<file path="config.mk">
export PLATFORM = sky130hd
export DESIGN_NAME = ecp3_csa_seq
export DESIGN_NICKNAME = d
export VERILOG_FILES = /design/src/rtl/ecp3_csa_seq.sv
export SDC_FILE = /design/constraint.sdc
export NUM_CORES = 1
export LEC_CHECK = 0
export CELL_PAD_IN_SITES_DETAIL_PLACEMENT = 0
export CELL_PAD_IN_SITES_GLOBAL_PLACEMENT = 1
export CORE_UTILIZATION = 45
export CTS_CLUSTER_DIAMETER = 200
export CTS_CLUSTER_SIZE = 25
export DETAILED_ROUTE_END_ITERATION = 10
export GPL_TIMING_DRIVEN = 0
export PLACE_DENSITY_LB_ADDON = 0.05
export SLEW_MARGIN = 15
export SYNTH_ARGS = -nofsm -noshare
export SYNTH_HDL_FRONTEND = slang
export SYNTH_SLANG_ARGS = --single-unit
export TNS_END_PERCENT = 5
</file>
<file path="constraint.sdc">
create_clock -name sclk -period 2.8 [get_ports sclk]
set_clock_uncertainty 0.1 [all_clocks]
set_input_delay 0.84 -clock sclk [delete_from_list [all_inputs] [get_ports sclk]]
set_output_delay 0.84 -clock sclk [all_outputs]
set_load 0.05 [all_outputs]
</file>
<file path="src/rtl/ecp3_csa_seq.sv">
// ecp3_csa_seq: bring-up and supervision sequencer for the ECP3 clock-sync/
// alignment block. It waits for a stable lock, pulses the datapath reset,
// waits for alignment to settle and retries on error or timeout. It then
// reports ready/fail to the DDR controller and gates DQS DLL update freezes.

module ecp3_csa_seq #(
   parameter int LOCK_CYCLES   = 64,
   parameter int RST_CYCLES    = 8,
   parameter int ALIGN_TIMEOUT = 1024,
   parameter int SETTLE_CYCLES = 16,
   parameter int MAX_RETRY     = 3
) (
   input  logic       sclk,
   input  logic       reset_n,
   input  logic       all_lock,
   input  logic       good,
   input  logic       err,
   input  logic       dll_hold_req,
   output logic       dll_hold_ack,
   output logic       uddcntln,
   output logic       reset_datapath,
   output logic       ready,
   output logic       fail,
   output logic [1:0] retry_cnt
);

   localparam int LOCK_W   = $clog2(LOCK_CYCLES + 1);
   localparam int RST_W    = $clog2(RST_CYCLES + 1);
   localparam int TMO_W    = $clog2(ALIGN_TIMEOUT + 1);
   localparam int SETTLE_W = $clog2(SETTLE_CYCLES + 1);

   localparam logic [LOCK_W-1:0]   LOCK_LAST   = LOCK_W'(LOCK_CYCLES - 1);
   localparam logic [RST_W-1:0]    RST_LAST    = RST_W'(RST_CYCLES - 1);
   localparam logic [TMO_W-1:0]    TMO_LAST    = TMO_W'(ALIGN_TIMEOUT - 1);
   localparam logic [SETTLE_W-1:0] SETTLE_LAST = SETTLE_W'(SETTLE_CYCLES - 1);
   localparam logic [1:0]          RETRY_MAX   = 2'(MAX_RETRY);

   typedef enum logic [2:0] {
      WAIT_LOCK,
      DP_RST,
      ALIGN,
      RETRY,
      READY,
      FAIL
   } state_t;

   state_t state;
   state_t next_state;

   logic [LOCK_W-1:0]   lock_cnt;
   logic [RST_W-1:0]    rst_cnt;
   logic [TMO_W-1:0]    tmo_cnt;
   logic [SETTLE_W-1:0] settle_cnt;

   // State register; reset lands in WAIT_LOCK with the datapath held in reset.
   always_ff @(posedge sclk or negedge reset_n) begin
      if (!reset_n) begin
         state <= WAIT_LOCK;
      end else begin
         state <= next_state;
      end
   end

   // Next-state decode; lock loss has top priority, and err beats settle completion.
   always_comb begin
      next_state = state;
      case (state)
         WAIT_LOCK: begin
            if (all_lock && (lock_cnt == LOCK_LAST)) begin
               next_state = DP_RST;
            end
         end
         DP_RST: begin
            if (!all_lock) begin
               next_state = WAIT_LOCK;
            end else if (rst_cnt == RST_LAST) begin
               next_state = ALIGN;
            end
         end
         ALIGN: begin
            if (!all_lock) begin
               next_state = WAIT_LOCK;
            end else if (err || (tmo_cnt == TMO_LAST)) begin
               next_state = RETRY;
            end else if (good && (settle_cnt == SETTLE_LAST)) begin
               next_state = READY;
            end
         end
         RETRY: begin
            if (retry_cnt == RETRY_MAX) begin
               next_state = FAIL;
            end else begin
               next_state = DP_RST;
            end
         end
         READY: begin
            if (!all_lock) begin
               next_state = WAIT_LOCK;
            end else if (err) begin
               next_state = RETRY;
            end
         end
         FAIL: begin
            next_state = FAIL;
         end
         default: begin
            next_state = WAIT_LOCK;
         end
      endcase
   end

   // Phase counters: all clear on any state change, and each runs only in its own state.
   always_ff @(posedge sclk or negedge reset_n) begin
      if (!reset_n) begin
         lock_cnt   <= '0;
         rst_cnt    <= '0;
         tmo_cnt    <= '0;
         settle_cnt <= '0;
      end else if (next_state != state) begin
         lock_cnt   <= '0;
         rst_cnt    <= '0;
         tmo_cnt    <= '0;
         settle_cnt <= '0;
      end else begin
         case (state)
            WAIT_LOCK: begin
               lock_cnt <= all_lock ? lock_cnt + 1'b1 : '0;
            end
            DP_RST: begin
               rst_cnt <= rst_cnt + 1'b1;
            end
            ALIGN: begin
               tmo_cnt    <= tmo_cnt + 1'b1;
               settle_cnt <= (good && !err) ? settle_cnt + 1'b1 : '0;
            end
            default: begin
               lock_cnt <= lock_cnt;
            end
         endcase
      end
   end

   // Retry counter bumps only when a retry actually re-enters DP_RST; kept across lock loss.
   always_ff @(posedge sclk or negedge reset_n) begin
      if (!reset_n) begin
         retry_cnt <= 2'd0;
      end else if ((state == RETRY) && (next_state == DP_RST)) begin
         retry_cnt <= retry_cnt + 2'd1;
      end
   end

   // Status outputs are registered from the next state so they line up with the state itself.
   always_ff @(posedge sclk or negedge reset_n) begin
      if (!reset_n) begin
         reset_datapath <= 1'b1;
         ready          <= 1'b0;
         fail           <= 1'b0;
      end else begin
         reset_datapath <= (next_state == WAIT_LOCK) || (next_state == DP_RST) ||
                           (next_state == FAIL);
         ready          <= (next_state == READY);
         fail           <= (next_state == FAIL);
      end
   end

   // DLL freeze path: request to uddcntln to ack, two registers, only honoured while READY.
   always_ff @(posedge sclk or negedge reset_n) begin
      if (!reset_n) begin
         uddcntln     <= 1'b0;
         dll_hold_ack <= 1'b0;
      end else begin
         uddcntln     <= (state == READY) && dll_hold_req;
         dll_hold_ack <= (state == READY) && uddcntln;
      end
   end

endmodule
</file>
# ---- Word-level counts from Yosys, hierarchy flattened
# Index checks and enable logic that the tools add are counted.
dict set report totals {
  reg_bits 37
  latch_bits 0
  ram_bits 0
  romBits 0
  output_inout_bits 7
  elab_cells 65
  n_memories 0
}
dict set report classes {
  add_sub_neg 5
  mul 0
  div 0
  n_lt_le_gt_ge 0
  n_eq_ne 14
  n_shift 0
  muxes 20
  bitwise 0
  n_reduce_logical 15
}
# op count
set op_table {}
lappend op_table {{two-way mux 3 bit} 9}
lappend op_table {{two-way mux 11 bit} 2}
lappend op_table {{two-way mux 7 bit} 3}
lappend op_table {{case mux 3 bit (6 select lines)} 1}
lappend op_table {{two-way mux 5 bit} 3}
lappend op_table {{== test 3 bit, second input constant} 4}
lappend op_table {{adder 11 x 1 -> 11 bit, second input constant} 1}
lappend op_table {{== test 11 x 10 -> 1 bit, second input constant} 1}
lappend op_table {{two-way mux 4 bit} 2}
lappend op_table {{adder 7 x 1 -> 7 bit, second input constant} 1}
lappend op_table {{== test 7 x 6 -> 1 bit, second input constant} 1}
lappend op_table {{== test 3 x 1 -> 1 bit, second input constant} 2}
lappend op_table {{== test 3 x 2 -> 1 bit, second input constant} 2}
lappend op_table {{logical AND 1 bit} 6}
lappend op_table {{zero test 3 bit} 2}
lappend op_table {{nonzero test 2 bit} 3}
lappend op_table {{adder 5 x 1 -> 5 bit, second input constant} 1}
lappend op_table {{== test 5 x 4 -> 1 bit, second input constant} 1}
lappend op_table {{adder 4 x 1 -> 4 bit, second input constant} 1}
lappend op_table {{== test 4 x 3 -> 1 bit, second input constant} 1}
lappend op_table {{logical OR 1 bit} 3}
lappend op_table {{!= test 3 bit} 1}
lappend op_table {{adder 2 x 1 -> 2 bit, second input constant} 1}
lappend op_table {{== test 2 bit, second input constant} 1}
lappend op_table {{zero test 1 bit} 1}

# ---- Logic depth before layout (Yosys ltp)
dict set report logic_depth {
  word_depth 9
  depth_mapped 10
  depth_no_buf 8
}

# ---- Worst setup path after synthesis
# Ideal clock, no wire load.
dict set report synth_timing {
  path_kind {input to register}
  start {input port all_lock}
  end {register lock_cnt[5]}
  arrival_ps 2367
  slack_ps 213
  cell_stages 8
  path_buffers 3
  cell_sequence {or4b_1 -> buf_2 -> or4_1 -> a32oi_1 -> a211o_2 -> buf_6 -> buf_6 -> nor2_1}
}
dict set report synth_via {
  elab_chain_cells 5
  elab_cells_between_ends 11
  classes_between {eq/ne (1); mux (8); reduce/logical (2)}
}
# item line
set synth_rtl {}
lappend synth_rtl {{start: declaration} 15} ;# input logic all_lock,
lappend synth_rtl {{logical AND 1 bit} 69} ;# if (all_lock && (lock_cnt == LOCK_LAST)) begin
lappend synth_rtl {{two-way mux 3 bit} 69}
lappend synth_rtl {{case mux 3 bit (6 select lines)} 67} ;# case (state)
lappend synth_rtl {{!= test 3 bit} 119} ;# end else if (next_state != state) begin
lappend synth_rtl {{two-way mux 7 bit / nonzero test 2 bit (equally long branches)} --}
lappend synth_rtl {{end signal: assignment} 127} ;# lock_cnt <= all_lock ? lock_cnt + 1'b1 : '0;
lappend synth_rtl {{end signal: assignment} 137} ;# lock_cnt <= lock_cnt;
lappend synth_rtl {{end: declaration} 50} ;# logic [LOCK_W-1:0] lock_cnt;
# Several ways; a longest one is shown, not always the timed one. The select of a mux whose other input is x is not followed.
# A chain may end at the register's enable or synchronous reset.

# ---- Final worst setup path
dict set report layout_timing {
  start {input port all_lock}
  end {register tmo_cnt[9]}
}
dict set report layout_via {
  elab_chain_cells 5
  elab_cells_between_ends 9
  classes_between {eq/ne (1); mux (6); reduce/logical (2)}
}
# item line
set layout_rtl {}
lappend layout_rtl {{logical AND 1 bit} 69}
lappend layout_rtl {{two-way mux 3 bit} 69}
lappend layout_rtl {{case mux 3 bit (6 select lines) *} 67}
lappend layout_rtl {{!= test 3 bit *} 119}
lappend layout_rtl {{two-way mux 11 bit / nonzero test 2 bit (equally long branches)} --}
lappend layout_rtl {{end signal: assignment} 133} ;# tmo_cnt <= tmo_cnt + 1'b1;
lappend layout_rtl {{end: declaration} 52} ;# logic [TMO_W-1:0] tmo_cnt;
# Mark *: on every way between the ends. The rest lies on a longest branch, timed or not.

==> impl_metrics.ini <==
[routing]
viasPerCell = 5.57
num_vias = 1581
firstDrtPassIters = 4
drt_iter0_markers = 68
routed_wl_um = 3950
ant_nets = 0
drc = 0
wl_per_cell_um = 13.9

[synthesis]
synth_top_family_by_area = simple AND/OR/NAND/NOR gates
synth-compound-area-share_pct = 11.0
synth_top_area_share_pct = 45.7
yosys-mux-area-fraction_pct = 1.08
synth_fp_nets = 226
syn_area_um2 = 1970
post_synth_xor_area_fraction_pct = 6.21
syn_area_per_cell_um2 = 9.22
syn_inst = 214
synthSimpleGateAreaFrac_pct = 26.6
synth_top_area_cell = dfrtp_1
synth.yosys.seq_area_share_pct = 47.0
synth_seq_cells = 37
async_flop_share_pct = 100
synth_ff_type = dfrtp_1
synthAdderAreaFrac_pct = 3.80
synth_cell_types = 45
yosys-top-cells-area = dfrtp_1, nor2_1, xor2_1
synth_edf_count = 0
synth_warnings = 0

[timing]
setup_viol = 0
grt_setup_unrepaired = no
worst_pin_slew_ps = 587
finalWorstPathRequiredPeriod_ps = 2710
max_freq_mhz = 369
relSlewSlack_pct = 60.6
report.final.hold_viol_count = 0
holdWs_ps = 388
finalMaxSlewViolations = 0
timing.setup.tns_ps = 0
period_share_pct = 96.7

[floorplan]
row_count = 23
core_um2 = 4120
die_h_um = 68.2
io_pins = 13
dieArea_um2 = 4650
die_x_um = 68.2
initial_core_util_pct = 47.9

[placed_design]
place_area_um2 = 2170
dp_hpwl_um = 2930
place_congestion = 0.770
port_buffers = 11

[power]
p_int_uw = 794
switching_share_pct = 23.7
power_switching_uw = 247
ir_drop_mv = 0.210
p_leak_nw = 1.04
combinationalPowerShare_pct = 7.2
p_per_area_nw_per_um2 = 459
p_seq_share_pct = 55.9
p_clk_share_pct = 36.9

[finish]
antenna_cells = 0
layout_common_cells = nor2_1, dfrtp_1, nand2_1
num-nets-final = 245
drive_gt1_share_pct = 8.97
final_area_um2 = 2270
syn_to_final_growth_pct = 14.8

[clock_network]
cts.sink_count = 37
clockBufferDepth = 2
holdBufCountCts = 0
cts_setup_buffers = 0
htree_levels = 2
cts_root_buf = clkbuf_8
clk_pin_slew_worst_paths_ps = 70
clock_latency_ps = 290
cts_buffers = 5
cts_tree = yes

[grt]
grtUsageMet2_pct = 34.8
grt-busiest-layer = met2
grtUsageMet1_pct = 25.3
grt_usage_pct = 21.0
grt_overflow = 0
grt_pass1_wl_um = 7060
met3_usage_pct = 5.67
grt_pass1_vias = 1571
antenna_found_initial = 0
grt_max_degree = 21

[setup_path]
path_cells = clkdlybuf4s15_1, or4b_1, buf_2, or4_4, a32oi_1, a211o_2, buf_6, buf_6, nor2_1
end_kind = register
cp_slowest_cell = or4b_1
cp.required_ps = 2880
crit_family = simple AND/OR/NAND/NOR gates
max_stage_delay_ps = 440
crit_fanout = 10
path_buf_inv = 4
worst_setup_path_start_kind = primary input
arrival_ps = 2780
critPathKind = in -> reg
cpMostUsedCell = buf_6

[job]
cap_violations = 0

[run_status]
outcome = completed

[worst_hold_path]
hold_path.class = in -> async
[layer usage]
layer  share of wire (%)  vias to the layer above
li1                    -                      780
met5                   0                        -
met4                 1.7                        0
met2                  50                       20
met1                  44                      774
met3                 3.5                        7
[through the flow]
stage | util (%) | std cells | total power [mW] | worst slack [ps]
CTS | 54.9 | 284 | 1.06 | 66.2
floorplan | - | 214 | 0.633 | 213
finish | 55.1 | 284 | 1.04 | 92.0
global placement | 52.1 | 275 | 0.660 | -581
detailed placement | 52.7 | 276 | 0.669 | -543
global route | 55.1 | 284 | 1.10 | 19.3
[cells by family after synthesis]
group           Yosys count
xor+xnor                 14
simple gates            105
compound gates           34
flops                    37
mux                       2
buf+inv                  16
fa+ha+maj                 6
[synth_stat cells, types with 2 or more instances]
library cell  count
nand3b_1          2
buf_6             3
a21boi_0          2
nor3b_1           3
ha_1              6
xnor2_1           5
dfrtp_1          36
or2_2             2
nand3_1           8
nand2_1          20
nor2_1           36
nand4_1           6
a21oi_1          14
xor2_1            9
inv_1             4
nor3_1            7
buf_2             2
nand2b_1          4
a41oi_1           2
a2bb2oi_1         2
and3_1            4
nor2b_1           3
clkbuf_1          7
o21ai_0           6
[area by class of cell]
type / count / area, µm²
fillers: 390 / 1850
multi-input cells: 161 / 965
flip-flops and latches: 37 / 927
repair buffers: 12 / 133
clock buffers: 8 / 90.1
plain buffers: 12 / 73.8
well taps: 50 / 62.6
inverters: 4 / 15.0
[timing repair]
item | 4_1_cts | 5_1_grt
gates cloned | 0 | 0
setup endpoints to repair | 27 | 12
gates resized for setup | 2 | 2
[flip-flops by register name, summed over array words and instances, names as in the netlist]
register        flops
fail                1
uddcntln            1
state               3
ready               1
retry_cnt           2
rst_cnt             4
tmo_cnt            11
settle_cnt          5
reset_datapath      1
dll_hold_ack        1
lock_cnt            7
[worst paths after layout]
kind | slack, ps | end | cells past startpoint | startpoint
setup / recovery | 90 | tmo_cnt[9] | 9 | all_lock
hold / removal | 390 | state[2] | 1 | reset_n
setup reg to reg | 410 | tmo_cnt[9] | 8 | state[2]
hold reg to reg | 410 | retry_cnt[0] | 1 | retry_cnt[0]
max in group asynchronous | 1760 | rst_cnt[0] | 2 | reset_n
min in group sclk | 410 | retry_cnt[0] | 1 | retry_cnt[0]
[power groups by stage]
stage | Sequential [mW] | Clock (mW) | Combinational (mW)
finish | 0.582 | 0.384 | 0.0748
global route | 0.586 | 0.421 | 0.0886
CTS | 0.582 | 0.400 | 0.0771
detailed placement | 0.592 | 0 | 0.0770
global placement | 0.590 | 0 | 0.0703
floorplan | 0.587 | 0 | 0.0452
(Power assumes the default switching activity.)
